[src/rtl/sram_bist_ctrl.sv]
// sram_bist_ctrl: March C- BIST sequencer for a single-port SRAM macro, with first-failure capture.
// bist_en rises one setup cycle ahead of the first access; the final M5 read is checked in DRAIN.
module sram_bist_ctrl #(
    parameter int ADDR_W = 10,
    parameter int DATA_W = 32
) (
    input  logic              clk,
    input  logic              rst_n,
    input  logic              start,
    output logic              busy,
    output logic              done,
    output logic              pass,
    output logic [ADDR_W-1:0] fail_addr,
    output logic [2:0]        fail_elem,
    output logic [DATA_W-1:0] fail_bits,
    output logic              bist_en,
    output logic              bist_men,
    output logic              bist_wen,
    output logic              bist_ren,
    output logic [ADDR_W-1:0] bist_addr,
    output logic [DATA_W-1:0] bist_din,
    output logic [DATA_W-1:0] bist_bm,
    input  logic [DATA_W-1:0] bist_dout
);
    typedef enum logic [3:0] {M0, M1, M2, M3, M4, M5, DRAIN, DONE, IDLE} state_t;

    localparam logic [ADDR_W-1:0] LAST = '1;

    state_t state, nxt;
    logic arm, n_arm, ph, n_ph;
    logic up, at_end, n_acc, n_wen, n_ren, n_din1, n_exp1, n_en;
    logic [ADDR_W-1:0] step, n_addr, chk_addr;
    logic rd_exp, chk_v, chk_exp, fail, mism;
    logic [2:0] rd_elem, chk_elem;
    logic [DATA_W-1:0] diff;

    assign busy = !(state inside {IDLE, DONE});
    assign done = state == DONE;

    always_comb begin
        up     = state inside {M0, M1, M2};
        step   = up ? bist_addr + ADDR_W'(1) : bist_addr - ADDR_W'(1);
        at_end = up ? bist_addr == LAST : bist_addr == '0;
        nxt    = state;
        n_addr = bist_addr;
        n_ph   = ph;
        n_arm  = 1'b0;
        case (state)
            IDLE, DONE: if (start) begin
                nxt    = M0;
                n_addr = '0;
                n_ph   = 1'b0;
                n_arm  = 1'b1;
            end
            M0: if (!arm) begin
                n_addr = step;
                nxt    = at_end ? M1 : M0;
            end
            // Read/write pairs: the address only moves after the write half
            M1, M2, M3, M4: begin
                n_ph = ~ph;
                if (ph) begin
                    n_addr = (state == M2 && at_end) ? bist_addr : step;
                    if (at_end)
                        nxt = state == M1 ? M2 : state == M2 ? M3 : state == M3 ? M4 : M5;
                end
            end
            M5: begin
                n_addr = step;
                nxt    = at_end ? DRAIN : M5;
            end
            DRAIN: nxt = DONE;
            default: nxt = IDLE;
        endcase
        n_acc  = nxt inside {M0, M1, M2, M3, M4, M5} && !n_arm;
        n_wen  = n_acc && (nxt == M0 || n_ph);
        n_ren  = n_acc && !n_wen;
        n_din1 = nxt inside {M1, M3};
        n_exp1 = nxt inside {M2, M4};
        n_en   = !(nxt inside {DONE, IDLE});
        diff   = bist_dout ^ {DATA_W{chk_exp}};
        mism   = chk_v && diff != '0;
    end

    always_ff @(posedge clk) begin
        if (!rst_n) begin
            state     <= IDLE;
            ph        <= 1'b0;
            arm       <= 1'b0;
            bist_en   <= 1'b0;
            bist_men  <= 1'b0;
            bist_wen  <= 1'b0;
            bist_ren  <= 1'b0;
            bist_addr <= '0;
            bist_din  <= '0;
            bist_bm   <= '0;
            rd_exp    <= 1'b0;
            rd_elem   <= '0;
            chk_v     <= 1'b0;
            chk_exp   <= 1'b0;
            chk_elem  <= '0;
            chk_addr  <= '0;
            fail      <= 1'b0;
            pass      <= 1'b0;
            fail_addr <= '0;
            fail_elem <= '0;
            fail_bits <= '0;
        end else begin
            state     <= nxt;
            ph        <= n_ph;
            arm       <= n_arm;
            bist_en   <= n_en;
            bist_men  <= n_acc;
            bist_wen  <= n_wen;
            bist_ren  <= n_ren;
            bist_addr <= n_addr;
            bist_din  <= {DATA_W{n_wen && n_din1}};
            bist_bm   <= {DATA_W{n_wen}};
            rd_exp    <= n_exp1;
            rd_elem   <= nxt[2:0];
            chk_v     <= bist_ren;
            chk_exp   <= rd_exp;
            chk_elem  <= rd_elem;
            chk_addr  <= bist_addr;
            if (state inside {IDLE, DONE} && start) begin
                fail      <= 1'b0;
                pass      <= 1'b0;
                fail_addr <= '0;
                fail_elem <= '0;
                fail_bits <= '0;
            end else if (mism && !fail) begin
                fail      <= 1'b1;
                fail_addr <= chk_addr;
                fail_elem <= chk_elem;
                fail_bits <= diff;
            end
            if (state == DRAIN)
                pass <= !(fail || mism);
        end
    end
endmodule

[config.mk]
export PLATFORM = sky130hd
export DESIGN_NAME = sram_bist_ctrl
export DESIGN_NICKNAME = d
export VERILOG_FILES = /design/src/rtl/sram_bist_ctrl.sv
export SDC_FILE = /design/constraint.sdc
export NUM_CORES = 1
export LEC_CHECK = 0
export ABC_CLOCK_PERIOD_IN_PS = 2300
export CAP_MARGIN = 20
export CORE_MARGIN = 2
export CORE_UTILIZATION = 41
export DETAILED_ROUTE_END_ITERATION = 10
export MAX_ROUTING_LAYER = met4
export PLACE_DENSITY = 0.85
export REMOVE_ABC_BUFFERS = 1
export SLEW_MARGIN = 15
export SYNTH_ARGS = -nofsm -noshare
export SYNTH_HDL_FRONTEND = slang
export SYNTH_SLANG_ARGS = --single-unit
[constraint.sdc]
create_clock -name clk -period 2.3 [get_ports clk]
set_input_delay 0.575 -clock clk [delete_from_list [all_inputs] [get_ports clk]]
set_output_delay 0.575 -clock clk [all_outputs]
set_load 0.005 [all_outputs]
## Word level (Yosys, flattened, before mapping)

Index checks and enable logic that the tools add are counted.

| operators by class | value |
|---|---|
| add/subtract/negate cells | 2 |
| $mul | 0 |
| divide/modulo/power cells | 0 |
| $lt $le $gt $ge | 0 |
| eq/ne operators | 20 |
| shift operators | 0 |
| muxes and demuxes | 23 |
| bitwise logic cells | 3 |
| reductions and logical operators | 32 |

Operators by type and width:

| kind | count |
|---|---|
| $mux 10 | 5 |
| $pmux 10 s4 | 1 |
| $reduce_bool 32->1 | 1 |
| $xor 32x32->32 | 1 |
| $eq 4x3->1 const B | 7 |
| $pmux 4 s5 | 1 |
| $eq 4x2->1 const B | 4 |
| $mux 4 | 4 |
| $add 10x1->10 const B | 1 |
| $eq 10x10->1 const B | 1 |
| $logic_not 10->1 | 1 |
| $reduce_bool 2->1 | 5 |
| $sub 10x1->10 const B | 1 |
| $eq 4x1->1 const B | 2 |
| $eq 4x4->1 const B | 2 |
| $logic_and 1x1->1 | 8 |
| $logic_not 4->1 | 2 |
| $mux 1 | 8 |
| $ne 2x2->1 const B | 4 |
| $logic_not 1->1 | 6 |
| $mux 3 | 2 |
| $reduce_bool 6->1 | 1 |
| $reduce_and 5->1 | 1 |
| $reduce_bool 4->1 | 1 |
| other kinds (7) | 10 |

| storage, ports and cells | value |
|---|---|
| register bits after elaboration | 88 |
| latch bits | 0 |
| bits in writable memories | 0 |
| bits in read-only memories | 0 |
| bits of input ports | 35 |
| output and inout bits | 126 |
| word-level logic and storage cells | 101 |
| memories kept | 0 |

## Logic depth before layout (Yosys ltp)

| depth | value |
|---|---|
| word-level depth | 13 |
| depth in mapped cells | 10 |
| gate-level depth less buffers | 8 |

## Worst setup path after synthesis

No wires, ideal clock.

| path | value |
|---|---|
| path type | register -> register |
| from | register state[1] |
| to | register bist_addr[9] |
| setup time | 0.119 ns |
| arrival | 2.307 ns |
| required time | 2.181 ns |
| path slack | -0.125 ns |
| stages on the path, launching flop included | 11 |
| clock period less this slack | 2.425 ns |
| path through | dfxtp_1 -> buf_6 -> a211o_1 -> buf_6 -> ha_1 -> a21oi_1 -> o211ai_1 -> o41ai_1 -> mux2i_1 -> a21bo_2 -> a21oi_1 |

| between the ends | value |
|---|---|
| longest elaborated chain between the ends | 6 |

Ends and longest elaborated chain:

| item | line | text |
|---|---|---|
| start, declared | 29 | `state_t state, nxt;` |
| start signal, assigned | 109 | `state <= nxt;` |
| $eq 4x1->1, or another cell as far along | 41, 48 |  |
| $reduce_bool 3->1 | 41 | `up = state inside {M0, M1, M2};` |
| $mux 10 or $mux 1 (tied branches) | 42, 43 |  |
| $mux 10 or $logic_and 1x1->1 (tied branches) | 63 | `n_addr = (state == M2 && at_end) ? bist_addr : step;` |
| $mux 10 or $ne 2x2->1 (tied branches) | - |  |
| $pmux 10 s4 or $reduce_and 5->1 (tied branches) | - |  |
| end signal, assigned | 116 | `bist_addr <= n_addr;` |
| end, declared | 20 | `output logic [ADDR_W-1:0] bist_addr,` |

Parallel ways exist; a longest one is shown, timed or not. The select of a mux whose other input is x is not followed.
A chain may end at the register's enable or synchronous reset.

## Worst setup path in the final report

| path | value |
|---|---|
| from | register chk_exp |
| to | register fail_bits[10] |

| between the ends | value |
|---|---|
| longest elaborated chain between the ends | 4 |

Ends and longest elaborated chain:

| item | line | text |
|---|---|---|
| start, declared | 33 | `logic rd_exp, chk_v, chk_exp, fail, mism;` |
| start signal, assigned | 122 | `chk_exp <= rd_exp;` |
| $xor 32x32->32 (*) | 81 | `diff = bist_dout ^ {DATA_W{chk_exp}};` |
| $reduce_bool 32->1 | 82 | `mism = chk_v && diff != '0;` |
| $logic_and 1x1->1 | 82 |  |
| $logic_and 1x1->1 | 131 | `end else if (mism && !fail) begin` |
| end signal, assigned | 135 | `fail_bits <= diff;` |
| end, declared | 15 | `output logic [DATA_W-1:0] fail_bits,` |

Every way passes the cells marked *; elsewhere a longest branch is shown, timed or not.

==> summary.txt <==
Cells and area
  – Layout Area Growth over Synthesis: 57.1%
  – Layout fillers: 847
  – Fraction of final layout cells sized beyond drive strength 1: a little over a quarter
  – Final instance area: around 0.007 mm²
  – Commonest cells after routing, fill and taps aside: 141 x clkdlybuf4s50_1, 77 x dfxtp_1, 70 x buf_4
  – Final net count: around 720
  – Antenna cells: 0
  – Most frequent standard cell in the layout excluding fill and tap cells: clkdlybuf4s50_1

Die
  – Overall die width: around 110 µm
  – DIE HEIGHT: between 100 and 150 µm
  – Standard-cell row count: 38
  – Initial core utilization: about two fifths
  – Count of boundary I/O pins: between 150 and 200
  – Placeable core region: about 0.011 mm²
  – Overall die area: 0.0120 mm²

Status
  – Failing checks: negative setup slack
  – Run status: complete, but fails checks

CTS
  – H-tree Lvls: 3
  – Number of buffers created by CTS: 9
  – Clk pin slew, worst setup/hold paths: about 0.090 ns
  – Clock Latency Late Sink: 0.36 ns
  – CTS tree: done
  – TritonCTS sink count: 84
  – Root buf cell: clkbuf_8
  – CTS Hold Bufs: 0
  – Max Buffers Root-to-Sink: 2

Synth
  – Combinational family with the most area after synthesis: simple AND/OR/NAND/NOR gates
  – Share of synthesized area occupied by flip-flops and latches: 36.9%
  – Distinct cell type count after synthesis: 57
  – Mux cell area share after synthesis: between 4 and 5%
  – Xor/xnor cell area share of the yosys netlist: 7.70%
  – Mean post-synth cell area: 8.89 µm²
  – #FFs+latches synth: 84
  – Count of mapped cells out of synthesis: ~510
  – Number of flops mapped to enable cells by yosys: 0
  – Asr flop ratio synth: 0%
  – Share of the synthesized area in compound gates (AO/OA/AOI/OAI): 15.2%
  – Yosys Warn Count: 0
  – Synthesized-area fraction occupied by adder cells: under 10%
  – Post-Syn Area: roughly 0.0046 mm²
  – Post-synthesis simple-gate area fraction: between 10% and 20%
  – Post-synth top flop: dfxtp_1

GRT
  – Pin count of the biggest net entering global routing: 36
  – Overflow left after global routing: 0
  – Number of global-route vias before repair: between 4000 and 5000
  – Wire length of the first global-routing pass: between 15000 and 20000 µm
  – Overall Global Routing Usage: 21.0%
  – Initial antenna violation count: 0

Worst setup path
  – Data arrival time at the worst-slack endpoint: roughly 2.6 ns
  – Depth of the worst register-to-register path: 8
  – Type of the worst setup path: register to register
  – Crit-path max FO: 12
  – CP endpoint kind: register
  – Reg2reg start: chk_exp
  – Reg2reg end: fail_bits[10]
  – Sort of element at the start of the critical path: register
  – Setup slack of the most critical reg-to-reg path: -0.07 ns
  – Worst endpoint required time: 2.54 ns

Hold path
  – Worst Hold Endpoint: chk_exp
  – Min-delay src: rd_exp
  – Class of the tightest hold or removal check: register to register
  – Cells on Worst Hold Path: 1

Routing
  – Uppermost signal routing layer after detailed routing: met4
  – Via density per instance: between 5 and 6
  – Final routed wirelength across all metal layers: 13800 µm
  – Post-route DRC: 0
  – Residual antenna-violating net count after detailed routing: 0
  – DR vias: 4373
  – Drt wl/cell: around 17 µm
  – Count of TritonRoute iterations in the first routing pass: 4
  – DRT met1 WL: 5420 µm
  – DRC marker count from the first detailed-route iteration: 189
  – Sum of met3 wire segment lengths after detailed routing: 760 µm
  – Detailed-routed wire length on met2: 7330 µm

Job
  – Maxcap violations: 0

Timing
  – Sum of negative setup slack: -1.13 ns
  – Worst Max-Slew Pin Slew: about 0.5 ns
  – Rel. slew slack: 65.7%
  – Post-route setup slack: -0.0678 ns
  – Number of failing setup endpoints in the final timing report: 42
  – Unrepaired setup endpoints after global routing: true
  – Maximum clock frequency: 422 MHz
  – Final worst path period share: 103%
  – Fin. Hold Viols: 0
  – Tmin final: approximately 2.4 ns
  – Post-Route Skew: about 0.016 ns
  – Number of slew-limit violations in the final report: 0

Power and ir drop
  – Areal power density over the cells: approximately 530 mW/mm²
  – Worst IR drop on VDD: 0.388 mV
  – Power Total: roughly 3.8 mW
  – Pleak: ~2.6 nW

Placed design
  – DP HPWL: between 9000 and 10000 µm
  – RD Place Congestion: 0.944
  – Count of buffers from port buffering: 160
  – Dpl cell area: between 0.006 and 0.007 mm²
==> synthesized netlist by cell type (all sizes together) (2+ instances only) <==
cell type	number	share of area, %
dfxtp	84	37
buf	70	11
nor2	66	5.4
xnor2	39	7.5
a211oi	35	5.9
clkbuf	26	2.1
mux2i	22	4.8
nand2	16	1.3
and2	15	2.1
nand4	14	1.9
a21oi	11	1.2
or4	9	1.6
a22o	8	1.5
ha	8	2.2
inv	8	0.66
o21ai	8	0.96
o211ai	7	1.3
nand3	6	0.66
nor2b	5	0.69
nor3	5	0.55
nor4	5	1.0
nand2b	4	0.55
or2	4	0.55
a31oi	3	0.41
nor4b	3	0.58
o211a	3	0.66
a21o	2	0.33
and3	2	0.27
o41ai	2	0.38
or3b	2	0.38
==> final cells by class <==
cell class	instances	area [µm²]	share of cell area (%)
inverters	8	30.0	0.420
clock buffers	9	124	1.73
multi-input cells	325	2560	35.8
flip-flops and latches	84	1690	23.7
clock inverters	7	93.8	1.31
well taps	140	175	2.45
repair buffers	250	2480	34.6
==> routing by layer <==
metal,vias to the layer above,GRT usage (%)
met2,172,36.3
met3,33,4.15
met5,-,-
li1,2076,-
met1,2092,24.5
met4,0,6.33
==> worst max-delay path by stage <==
stage | startpoint | end | cells past startpoint
3_3_place_gp | bist_dout[29] | fail_addr[1] | 8
3_5_place_dp | bist_dout[29] | fail_bits[29] | 7
4_1_cts | state[0] | bist_addr[9] | 10
5_1_grt | bist_dout[20] | fail_bits[10] | 8
6_report | chk_exp | fail_bits[10] | 8
2_1_floorplan | chk_exp | fail_addr[0] | 6
==> cell families (layout without fill, tap and decap cells) <==
logic type               count (synthesis)  count (layout)
multiplexers                            22              22
AND/OR/NAND/NOR                        161             161
adder cells (fa/ha/maj)                  9               9
XOR/XNOR                                40              40
flip-flops                              84              84
AO/OA/AOI/OAI                           92              93
buffers and inverters                  104             274
==> worst max-delay path, stage by stage (launching register included) <==
cell and delay [ns]:
dfxtp_4 0.36, buf_12 0.14, or4_4 0.53, mux2i_2 0.20, nand4_1 0.23, o211a_2 0.42
buf_16 0.18, nor2_1 0.12, a211oi_1 0.07
==> flip-flops by register name (all words and copies together) (netlist names) <==
register	count
bist_din	1
bist_addr	10
chk_exp	1
fail	1
fail_elem	3
arm	1
chk_v	1
chk_elem	3
fail_bits	32
state	4
bist_ren	1
bist_en	1
pass	1
chk_addr	10
bist_men	1
rd_exp	1
fail_addr	10
bist_bm	1
ph	1
==> metrics by stage <==
step / std cells / utilization [%] / setup WS [ns] / hold slack [ns]
global route: 823 / 66.0 / -0.123 / 0.473
detailed placement: 789 / 58.4 / -0.469 / 0.436
global placement: 789 / 58.4 / -0.394 / 0.430
floorplan: 416 / - / -1.46 / 0.412
finish: 823 / 66.0 / -0.0678 / 0.463
CTS: 812 / 62.1 / -0.0414 / 0.468
==> where the power goes <==
part | internal [mW] | switching (mW) | total (mW)
Combinational | 0.621 | 0.476 | 1.10
Clock | 0.531 | 0.593 | 1.12
Sequential | 1.51 | 0.0633 | 1.58
==> timing repair <==
action / in CTS / in global routing
pin swaps: 12 / 15
resized for setup: 42 / 61
setup endpoints to repair: 51 / 60
gates cloned: 3 / 7
setup buffers: 4 / 5
No activity file was read; power rests on OpenSTA's default activity.
